## src/rtl/key_debounce_pkg.sv

```systemverilog
// Shared definitions for push-button input conditioning: channel state encoding,
// default timing constants and clock/millisecond helpers reused by other input blocks.
package key_debounce_pkg;

    typedef enum logic [1:0] {
        ST_UP      = 2'd0,
        ST_WAIT_DN = 2'd1,
        ST_DOWN    = 2'd2,
        ST_WAIT_UP = 2'd3
    } key_state_e;

    localparam int unsigned CLK_HZ        = 50_000_000;
    localparam int unsigned CYCLES_PER_MS = CLK_HZ / 1000;

    localparam int unsigned DEF_DEBOUNCE_CYCLES      = 10  * CYCLES_PER_MS;
    localparam int unsigned DEF_REPEAT_DELAY_CYCLES  = 500 * CYCLES_PER_MS;
    localparam int unsigned DEF_REPEAT_PERIOD_CYCLES = 100 * CYCLES_PER_MS;

    function automatic int unsigned max3(input int unsigned a, input int unsigned b,
                                         input int unsigned c);
        int unsigned m;
        m = (a > b) ? a : b;
        return (m > c) ? m : c;
    endfunction

endpackage

```

## src/rtl/key_debounce_channel.sv

```systemverilog
// One push-button: 2-flop synchronizer, 4-state debounce FSM and pulse generation.
// Auto-repeat while held is built only when KEY_AUTOREPEAT_EN is defined.
module key_debounce_channel
    import key_debounce_pkg::*;
#(
    parameter int unsigned DEBOUNCE_CYCLES      = DEF_DEBOUNCE_CYCLES,
    parameter int unsigned REPEAT_DELAY_CYCLES  = DEF_REPEAT_DELAY_CYCLES,
    parameter int unsigned REPEAT_PERIOD_CYCLES = DEF_REPEAT_PERIOD_CYCLES
) (
    input  logic clk,
    input  logic reset_n,
    input  logic key_n_raw,
    output logic key_level,
    output logic key_press,
    output logic key_release
);

    localparam int unsigned CNT_MAX = max3(DEBOUNCE_CYCLES, REPEAT_DELAY_CYCLES,
                                           REPEAT_PERIOD_CYCLES);
    localparam int CNT_W = $clog2(CNT_MAX + 1);
    localparam logic [CNT_W-1:0] DEB_LIM = CNT_W'(DEBOUNCE_CYCLES);

    // Pin polarity kept through the synchronizer; reset value 1 reads as released.
    logic [1:0]       sync_q;
    logic             s;
    key_state_e       state_q;
    logic [CNT_W-1:0] cnt_q;
    logic             level_q;
    logic             press_q;
    logic             release_q;

    assign s = ~sync_q[1];

`ifdef KEY_AUTOREPEAT_EN
    localparam logic [CNT_W-1:0] RPT_FIRST = CNT_W'(REPEAT_DELAY_CYCLES - 1);
    localparam logic [CNT_W-1:0] RPT_NEXT  = CNT_W'(REPEAT_PERIOD_CYCLES - 1);
    logic [CNT_W-1:0] rpt_q;
    logic             rpt_periodic_q;
    logic [CNT_W-1:0] rpt_lim;
    assign rpt_lim = rpt_periodic_q ? RPT_NEXT : RPT_FIRST;
`endif

    always_ff @(posedge clk or negedge reset_n) begin
        if (!reset_n) begin
            sync_q    <= 2'b11;
            state_q   <= ST_UP;
            cnt_q     <= '0;
            level_q   <= 1'b0;
            press_q   <= 1'b0;
            release_q <= 1'b0;
`ifdef KEY_AUTOREPEAT_EN
            rpt_q          <= '0;
            rpt_periodic_q <= 1'b0;
`endif
        end else begin
            sync_q    <= {sync_q[0], key_n_raw};
            press_q   <= 1'b0;
            release_q <= 1'b0;
            case (state_q)
                ST_UP: begin
                    if (s) begin
                        state_q <= ST_WAIT_DN;
                        cnt_q   <= CNT_W'(1);
                    end
                end
                ST_WAIT_DN: begin
                    if (!s) begin
                        state_q <= ST_UP;
                    end else if (cnt_q == DEB_LIM) begin
                        state_q <= ST_DOWN;
                        press_q <= 1'b1;
                        level_q <= 1'b1;
                    end else begin
                        cnt_q <= cnt_q + CNT_W'(1);
                    end
                end
                ST_DOWN: begin
                    if (!s) begin
                        state_q <= ST_WAIT_UP;
                        cnt_q   <= CNT_W'(1);
                    end
`ifdef KEY_AUTOREPEAT_EN
                    // Repeat timer only advances while settled in DOWN; bounces freeze it.
                    else if (rpt_q == rpt_lim) begin
                        press_q        <= 1'b1;
                        rpt_q          <= '0;
                        rpt_periodic_q <= 1'b1;
                    end else begin
                        rpt_q <= rpt_q + CNT_W'(1);
                    end
`endif
                end
                ST_WAIT_UP: begin
                    if (s) begin
                        state_q <= ST_DOWN;
                    end else if (cnt_q == DEB_LIM) begin
                        state_q   <= ST_UP;
                        release_q <= 1'b1;
                        level_q   <= 1'b0;
`ifdef KEY_AUTOREPEAT_EN
                        rpt_q          <= '0;
                        rpt_periodic_q <= 1'b0;
`endif
                    end else begin
                        cnt_q <= cnt_q + CNT_W'(1);
                    end
                end
                default: state_q <= ST_UP;
            endcase
        end
    end

    assign key_level   = level_q;
    assign key_press   = press_q;
    assign key_release = release_q;

endmodule

```

## src/rtl/key_debounce.sv

```systemverilog
// Debounces NUM_KEYS active-low push-buttons into levels and press/release pulses.
// Define KEY_AUTOREPEAT_EN to get periodic key_press pulses while a key is held.
module key_debounce
    import key_debounce_pkg::*;
#(
    parameter int unsigned NUM_KEYS             = 4,
    parameter int unsigned DEBOUNCE_CYCLES      = DEF_DEBOUNCE_CYCLES,
    parameter int unsigned REPEAT_DELAY_CYCLES  = DEF_REPEAT_DELAY_CYCLES,
    parameter int unsigned REPEAT_PERIOD_CYCLES = DEF_REPEAT_PERIOD_CYCLES
) (
    input  logic                clk,
    input  logic                reset_n,
    input  logic [NUM_KEYS-1:0] key_n_raw,
    output logic [NUM_KEYS-1:0] key_level,
    output logic [NUM_KEYS-1:0] key_press,
    output logic [NUM_KEYS-1:0] key_release,
    output logic                any_press
);

    generate
        for (genvar gi = 0; gi < NUM_KEYS; gi++) begin : g_chan
            key_debounce_channel #(
                .DEBOUNCE_CYCLES     (DEBOUNCE_CYCLES),
                .REPEAT_DELAY_CYCLES (REPEAT_DELAY_CYCLES),
                .REPEAT_PERIOD_CYCLES(REPEAT_PERIOD_CYCLES)
            ) u_chan (
                .clk        (clk),
                .reset_n    (reset_n),
                .key_n_raw  (key_n_raw[gi]),
                .key_level  (key_level[gi]),
                .key_press  (key_press[gi]),
                .key_release(key_release[gi])
            );
        end
    endgenerate

    // OR of flop outputs, so it changes in the same cycle as key_press.
    assign any_press = |key_press;

endmodule
```

## config.mk

```make
export PLATFORM = sky130hd
export DESIGN_NAME = key_debounce
export DESIGN_NICKNAME = d
export VERILOG_FILES = /design/src/rtl/key_debounce_pkg.sv /design/src/rtl/key_debounce_channel.sv /design/src/rtl/key_debounce.sv
export SDC_FILE = /design/constraint.sdc
export NUM_CORES = 1
export LEC_CHECK = 0
export ABC_AREA = 1
export CELL_PAD_IN_SITES_DETAIL_PLACEMENT = 1
export CELL_PAD_IN_SITES_GLOBAL_PLACEMENT = 1
export CORE_MARGIN = 10
export CORE_UTILIZATION = 30
export CTS_CLUSTER_SIZE = 20
export DETAILED_ROUTE_END_ITERATION = 12
export PLACE_DENSITY = 0.54
export SLEW_MARGIN = 20
export SYNTH_ARGS = -nofsm -noshare
export SYNTH_HDL_FRONTEND = slang
export SYNTH_SLANG_ARGS = --single-unit
```

## constraint.sdc

```tcl
create_clock -name clk -period 1.7 [get_ports clk]
set_input_delay 0.34 -clock clk [delete_from_list [all_inputs] [get_ports clk]]
set_output_delay 0.34 -clock clk [all_outputs]
set_load 0.02 [all_outputs]
```

* Word level (Yosys, flattened, before mapping) *
Index checks and enable logic that the tools add are counted.

storage, ports and cells
  word-level logic and storage cells = 189
  register bits = 128
  output and inout port bits = 13

cells by class
  equal/unequal tests = 48
  mux-type cells = 92
  reduce and logical (&&, ||, !) cells = 21
  add/sub/neg operators = 4

operator list
  operator                                                number
  two-way mux 25 bit                                      20
  one-hot mux 25 bit (4 select lines)                     4
  adder 25 x 1 -> 25 bit (second input constant)          4
  equality test 25 x 19 -> 1 bit (second input constant)  4
  two-way mux 2 bit                                       24
  two-way mux 1 bit                                       36
  inequality test 2 x 1 -> 1 bit (second input constant)  16
  one-hot mux 2 bit (4 select lines)                      4
  AND reduction 4 bit                                     8
  AND reduction 5 bit                                     4
  equality test 2 bit (second input constant)             8
  inequality test 2 bit (second input constant)           8
  inequality test 3 x 1 -> 1 bit (second input constant)  4
  inequality test 3 bit (second input constant)           4
  equality test 2 x 1 -> 1 bit (second input constant)    4
  zero test 2 bit                                         4
  one-hot mux 1 bit (2 select lines)                      4
  nonzero test 2 bit                                      4
  OR reduction 4 bit                                      1

* Longest topological paths before layout *
Gate-level depths: netlist of the first run.

  word-level depth = 4
  mapped depth = 12
  depth with buffers taken out = 11

* Modules after synthesis *
Synthesis of the first run repeated with hierarchy kept, for this count alone.

second synthesis, totals
  cell total of the unflattened synthesis = 1273
  area, all modules = 8369.3 um2

by module, submodules not included
  module                                       instances  cells each  area an instance (um2)
  key_debounce_channel (g_chan[1].u_chan ...)  2          328         2129.5
  key_debounce_channel (g_chan[0].u_chan)      1          333         2137.0
  key_debounce_channel (g_chan[3].u_chan)      1          281         1961.9
  key_debounce                                 1          3           11.3

* Worst setup path after synthesis of the first run *
OpenSTA, ideal clock, no wires.

  path kind = register to register
  start = reg g_chan[2].u_chan.cnt_q[0]
  end = reg g_chan[2].u_chan.cnt_q[20]
  buffers on the path = 0
  library setup time = 0.116 ns
  arrival = 1.341 ns
  slack = 0.243 ns
  cell stages (with the launch flop) = 11
  cell sequence = dfrtp_1 > ha_1 > nand2_1 > nor2_1 > nand2_1 > nor2_2 > nand3_1 > nand2_1 > nand2_1 > nand2_1 > nand2_1

on the way
  cells in the longest elaborated chain, start to end = 4
  elaborated cells on any way between the ends = 6
  those cells by class = add/sub (1); eq/ne (1); mux (4)

RTL lines
  what                                                                      line                                                    source
  from (decl)                                                               key_debounce_channel.sv:27                              logic [CNT_W-1:0] cnt_q;
  from (signal assigned)                                                    key_debounce_channel.sv:74                              cnt_q <= cnt_q + CNT_W'(1);
  from (signal assigned)                                                    key_debounce_channel.sv:105                             cnt_q <= cnt_q + CNT_W'(1);
  adder 25 x 1 -> 25 bit or equality test 25 x 19 -> 1 bit (tied branches)  -
  two-way mux 25 bit (*)                                                    key_debounce_channel.sv:69, key_debounce_channel.sv:96
  two-way mux 25 bit, on equally long branches                              key_debounce_channel.sv:94, key_debounce_channel.sv:67
  one-hot mux 25 bit (4 select lines) (*)                                   key_debounce_channel.sv:59                              case (state_q)

Mark *: on every way between the ends. The rest lies on a longest branch, timed or not. The select of a mux whose other input is x is not followed.
A chain may end at the register's enable or synchronous reset.

* Final worst setup path of the first run *
  start = reg g_chan[2].u_chan.press_q
  end = out any_press

on the way
  cells in the longest elaborated chain, start to end = 1

RTL lines
  what                    line                        source
  from (decl)             key_debounce_channel.sv:29  logic press_q;
  from (signal assigned)  key_debounce_channel.sv:49  press_q <= 1'b0;
  from (signal assigned)  key_debounce_channel.sv:57  press_q <= 1'b0;
  from (signal assigned)  key_debounce_channel.sv:71  press_q <= 1'b1;
  OR reduction 4 bit      key_debounce.sv:38          assign any_press = |key_press;
  to (decl)               key_debounce.sv:17          output logic any_press

Every way passes these cells.

==> impl_metrics.ini, run 1 <==
[pwr]
finalPower_uw = 7980
total_leakage_power_uw = 0.00447
powerDensity_mw_per_mm2 = 780
power.ir.vdd_worst_mv = 0.685

[timing]
finalSetupViolCount = 1
fin_worst_skew_ns = 0.0118
rsz_0062_raised_after_global_routing = yes
min_cycle_time_layout_ns = 1.84
slew_viol_final = 0
slew_headroom = 0.734
highest_achievable_clock_rate_mhz = 544
min_period_over_period = 1.08
layout_setup_ws_ns = -0.138
final_hold_viol_count = 0
tightestPinTransition_ns = 0.399

[placement]
detailedPlace.worstSlack_ns = -0.0770
place.gp.congestion = 0.799
i_o_buffers = 18
dp_hpwl_um = 19100

[yosys]
synth.largest_area_cell = dfrtp_1
proportion_of_register_bits_with_asynchronous_set_or_reset_after_synthesis = 1.00
synth.ff_latch_count = 128
synth_edf_count = 0
syn-instance-count = 1211
post_synth_top_flop = dfrtp_1
synthesis.area_mm2 = 0.00823
syn-mean-instance-area_um2 = 6.79
yosysUniqueCellTypes = 33
mappedNetlistNets = 1225
synth_warnings = 0
synth_common_cells = 437 x nand2_1, 186 x nor2_1, 120 x dfrtp_1, 114 x nand3_1, 102 x inv_1
synth_top_cells_by_area = dfrtp_1 36%, nand2_1 20%, nor2_1 8.5%
post-synth-top-count-cell = nand2_1
ys_seq_area_frac = 0.391
yosysTopAreaCellShare = 0.365

[routing]
route.final.wire_length_um = 25400
via_count = 7861
antenna_violating_nets_post_route = 0
wl_per_cell_um = 15.2
route.detailed.drc = 0
dr.pass1.iters = 5
vias_per_cell = 4.70
detail_route.iter0.violations = 299

[clocking]
tritoncts = done
cts-root-buf = clkbuf_16
cts_num_sinks = 128
worst_setup_hold_path_clk_slew_ns = 0.07
tritoncts.num_buffers = 17
clock_latency_on_the_worst_skew_pair_ns = 0.43
cts-root-to-sink-buffers = 2
clock_tree.htree_level_count = 4

[layout]
antennaDiodeCount = 0
n_fill_cell = 3367
drive_above_1_share = 0.198
area_taken_by_flip_flops_and_latches_mm2 = 0.00323
multi_input_area_mm2 = 0.00443
nets = 1332
syn_to_final_growth_pct = 24.3

[status]
violations = negative setup slack
outcome = finished, violations left

[floorplan]
die_area_mm2 = 0.0345
rows = 60
die_h_um = 186
core_area_mm2 = 0.0270
starting_utilization_of_the_core_area = 0.305
chipWidth_um = 186
top_level_ports = 19

[critical_path]
path_class = flip-flop to output pin
critical_path_source_type = flip-flop
cp.required_ns = 1.36
crit_path_end_kind = output pin
critPathMaxFanout = 2
arrival_ns = 1.50

[grt]
grt_start_max_net_pins = 36
grtUsageTotal = 0.155
vias_in_the_first_global_route = 8058
grt_pass1_wl_um = 42500
grt_antenna_before_repair = 0
grt_overflow = 0

[job]
cap_violations = 0

[hold_path]
timing.hold.worst.class = input port to flip-flop
area by class of cell:
cell class                      count  share of cell area
Multi-Input combinational cell    940               0.433
Clock buffer                       18              0.0429
Inverter                          105              0.0393
Sequential cell                   128               0.316
Clock inverter                     14              0.0201
Timing Repair Buffer              125               0.107
Tap cell                          341              0.0417
Timing Repair inverter              1            0.000734
power breakdown:
part / switching, µW / total (µW) / internal (µW) / leakage [µW]
combinational: 387 / 656 / 269 / 0.00246
sequential: 95.4 / 3220 / 3130 / 0.00171
clock: 1580 / 4100 / 2520 / 0.000307
logic make-up (layout without fill, tap and decap cells):
kind of cell | Yosys count | count (layout) | synth area share
simple gates | 801 | 801 | 0.406
buf+inv | 143 | 263 | 0.0855
flops | 128 | 128 | 0.391
compound gates | 104 | 104 | 0.0773
xor+xnor | 27 | 27 | 0.0287
fa+ha+maj | 8 | 8 | 0.0122
placed cells by master (no fill, tap or decap), types with 11 or more instances in the layout:
master,instances
o21ai_2,22
buf_4,96
nand4_1,21
nand2_2,19
inv_1,92
clkbuf_16,17
inv_2,11
nor2_1,168
nand2_1,431
nand3_1,111
xor2_1,24
o21bai_1,15
o21ai_0,52
o21ai_1,14
dfrtp_2,17
dlygate4sd2_1,12
dfrtp_1,103
nor2_2,21
routing by layer:
| metal | track usage | vias up | wire, µm |
|---|---|---|---|
| met5 | 0 | - | 0 |
| met4 | 0.0381 | 0 | 241 |
| met3 | 0.0246 | 15 | 414 |
| met2 | 0.257 | 47 | 12300 |
| met1 | 0.205 | 3762 | 12500 |
| li1 | - | 4037 | - |
worst paths after layout:
| check | from | end | slack, ns | depth (start not counted) |
|---|---|---|---|---|
| worst max-delay path | g_chan[2].u_chan.key_press$_DFF_PN0_ | any_press | -0.14 | 2 |
| worst min-delay path | key_n_raw[0] | g_chan[0].u_chan.sync_q[0]$_DFF_PN1_ | 0.31 | 1 |
| worst max register to register | g_chan[2].u_chan.cnt_q[0]$_DFFE_PN0P_ | g_chan[2].u_chan.cnt_q[3]$_DFFE_PN0P_ | 0.06 | 11 |
| worst min register to register | g_chan[3].u_chan.sync_q[0]$_DFF_PN1_ | g_chan[3].u_chan.sync_q[1]$_DFF_PN1_ | 0.36 | 0 |
| max in group asynchronous | reset_n | g_chan[0].u_chan.sync_q[0]$_DFF_PN1_ | 0.71 | 3 |
| min in group asynchronous | reset_n | g_chan[2].u_chan.cnt_q[18]$_DFFE_PN0P_ | 0.39 | 2 |
worst max-delay path, stage by stage (launching register included):
cell	delay (ns)
dfrtp_1	0.38
or4_4	0.54
buf_6	0.15
flip-flops by register name, summed over array words and instances (netlist names), named ones only:
name                       flops
g_chan.u_chan.key_press        4
g_chan.u_chan.sync_q           8
g_chan.u_chan.key_release      4
g_chan.u_chan.key_level        4
g_chan.u_chan.cnt_q          100
g_chan.u_chan.state_q          4
timing repair:
item | in CTS | in global routing
gates resized for setup | 17 | 71
endpoints found under the hold margin | 25 | 0
setup buffers | 0 | 16
hold buffers | 1 | 0
pin swaps | 0 | 15
cloned | 0 | 1
endpoints found under the setup margin | 15 | 86
metrics by stage:
step,std cells,setup TNS (ns),util,hold slack (ns),area (µm²)
6_report,1672,-0.138,0.380,0.311,10200
3_3_place_gp,1623,-0.0694,0.346,0.276,9320
5_1_grt,1672,-0.733,0.380,0.303,10200
4_1_cts,1656,-0.155,0.370,0.292,9960
2_1_floorplan,1211,0,-,0.0444,8230
3_5_place_dp,1623,-0.0770,0.346,0.276,9320
(Power assumes the default switching activity.)
==> run 2: changes to the inputs <==
--- a/config.mk
+++ b/config.mk
@@ -12,8 +12,9 @@
 export CORE_UTILIZATION = 30
 export CTS_CLUSTER_SIZE = 20
 export DETAILED_ROUTE_END_ITERATION = 12
+export GPL_ROUTABILITY_DRIVEN = 1
 export PLACE_DENSITY = 0.54
-export SLEW_MARGIN = 20
+export SLEW_MARGIN = 5
 export SYNTH_ARGS = -nofsm -noshare
 export SYNTH_HDL_FRONTEND = slang
 export SYNTH_SLANG_ARGS = --single-unit
==> results of run 2 <==
Same layout as run 1: the final DEF is identical, and so are final timing and power.
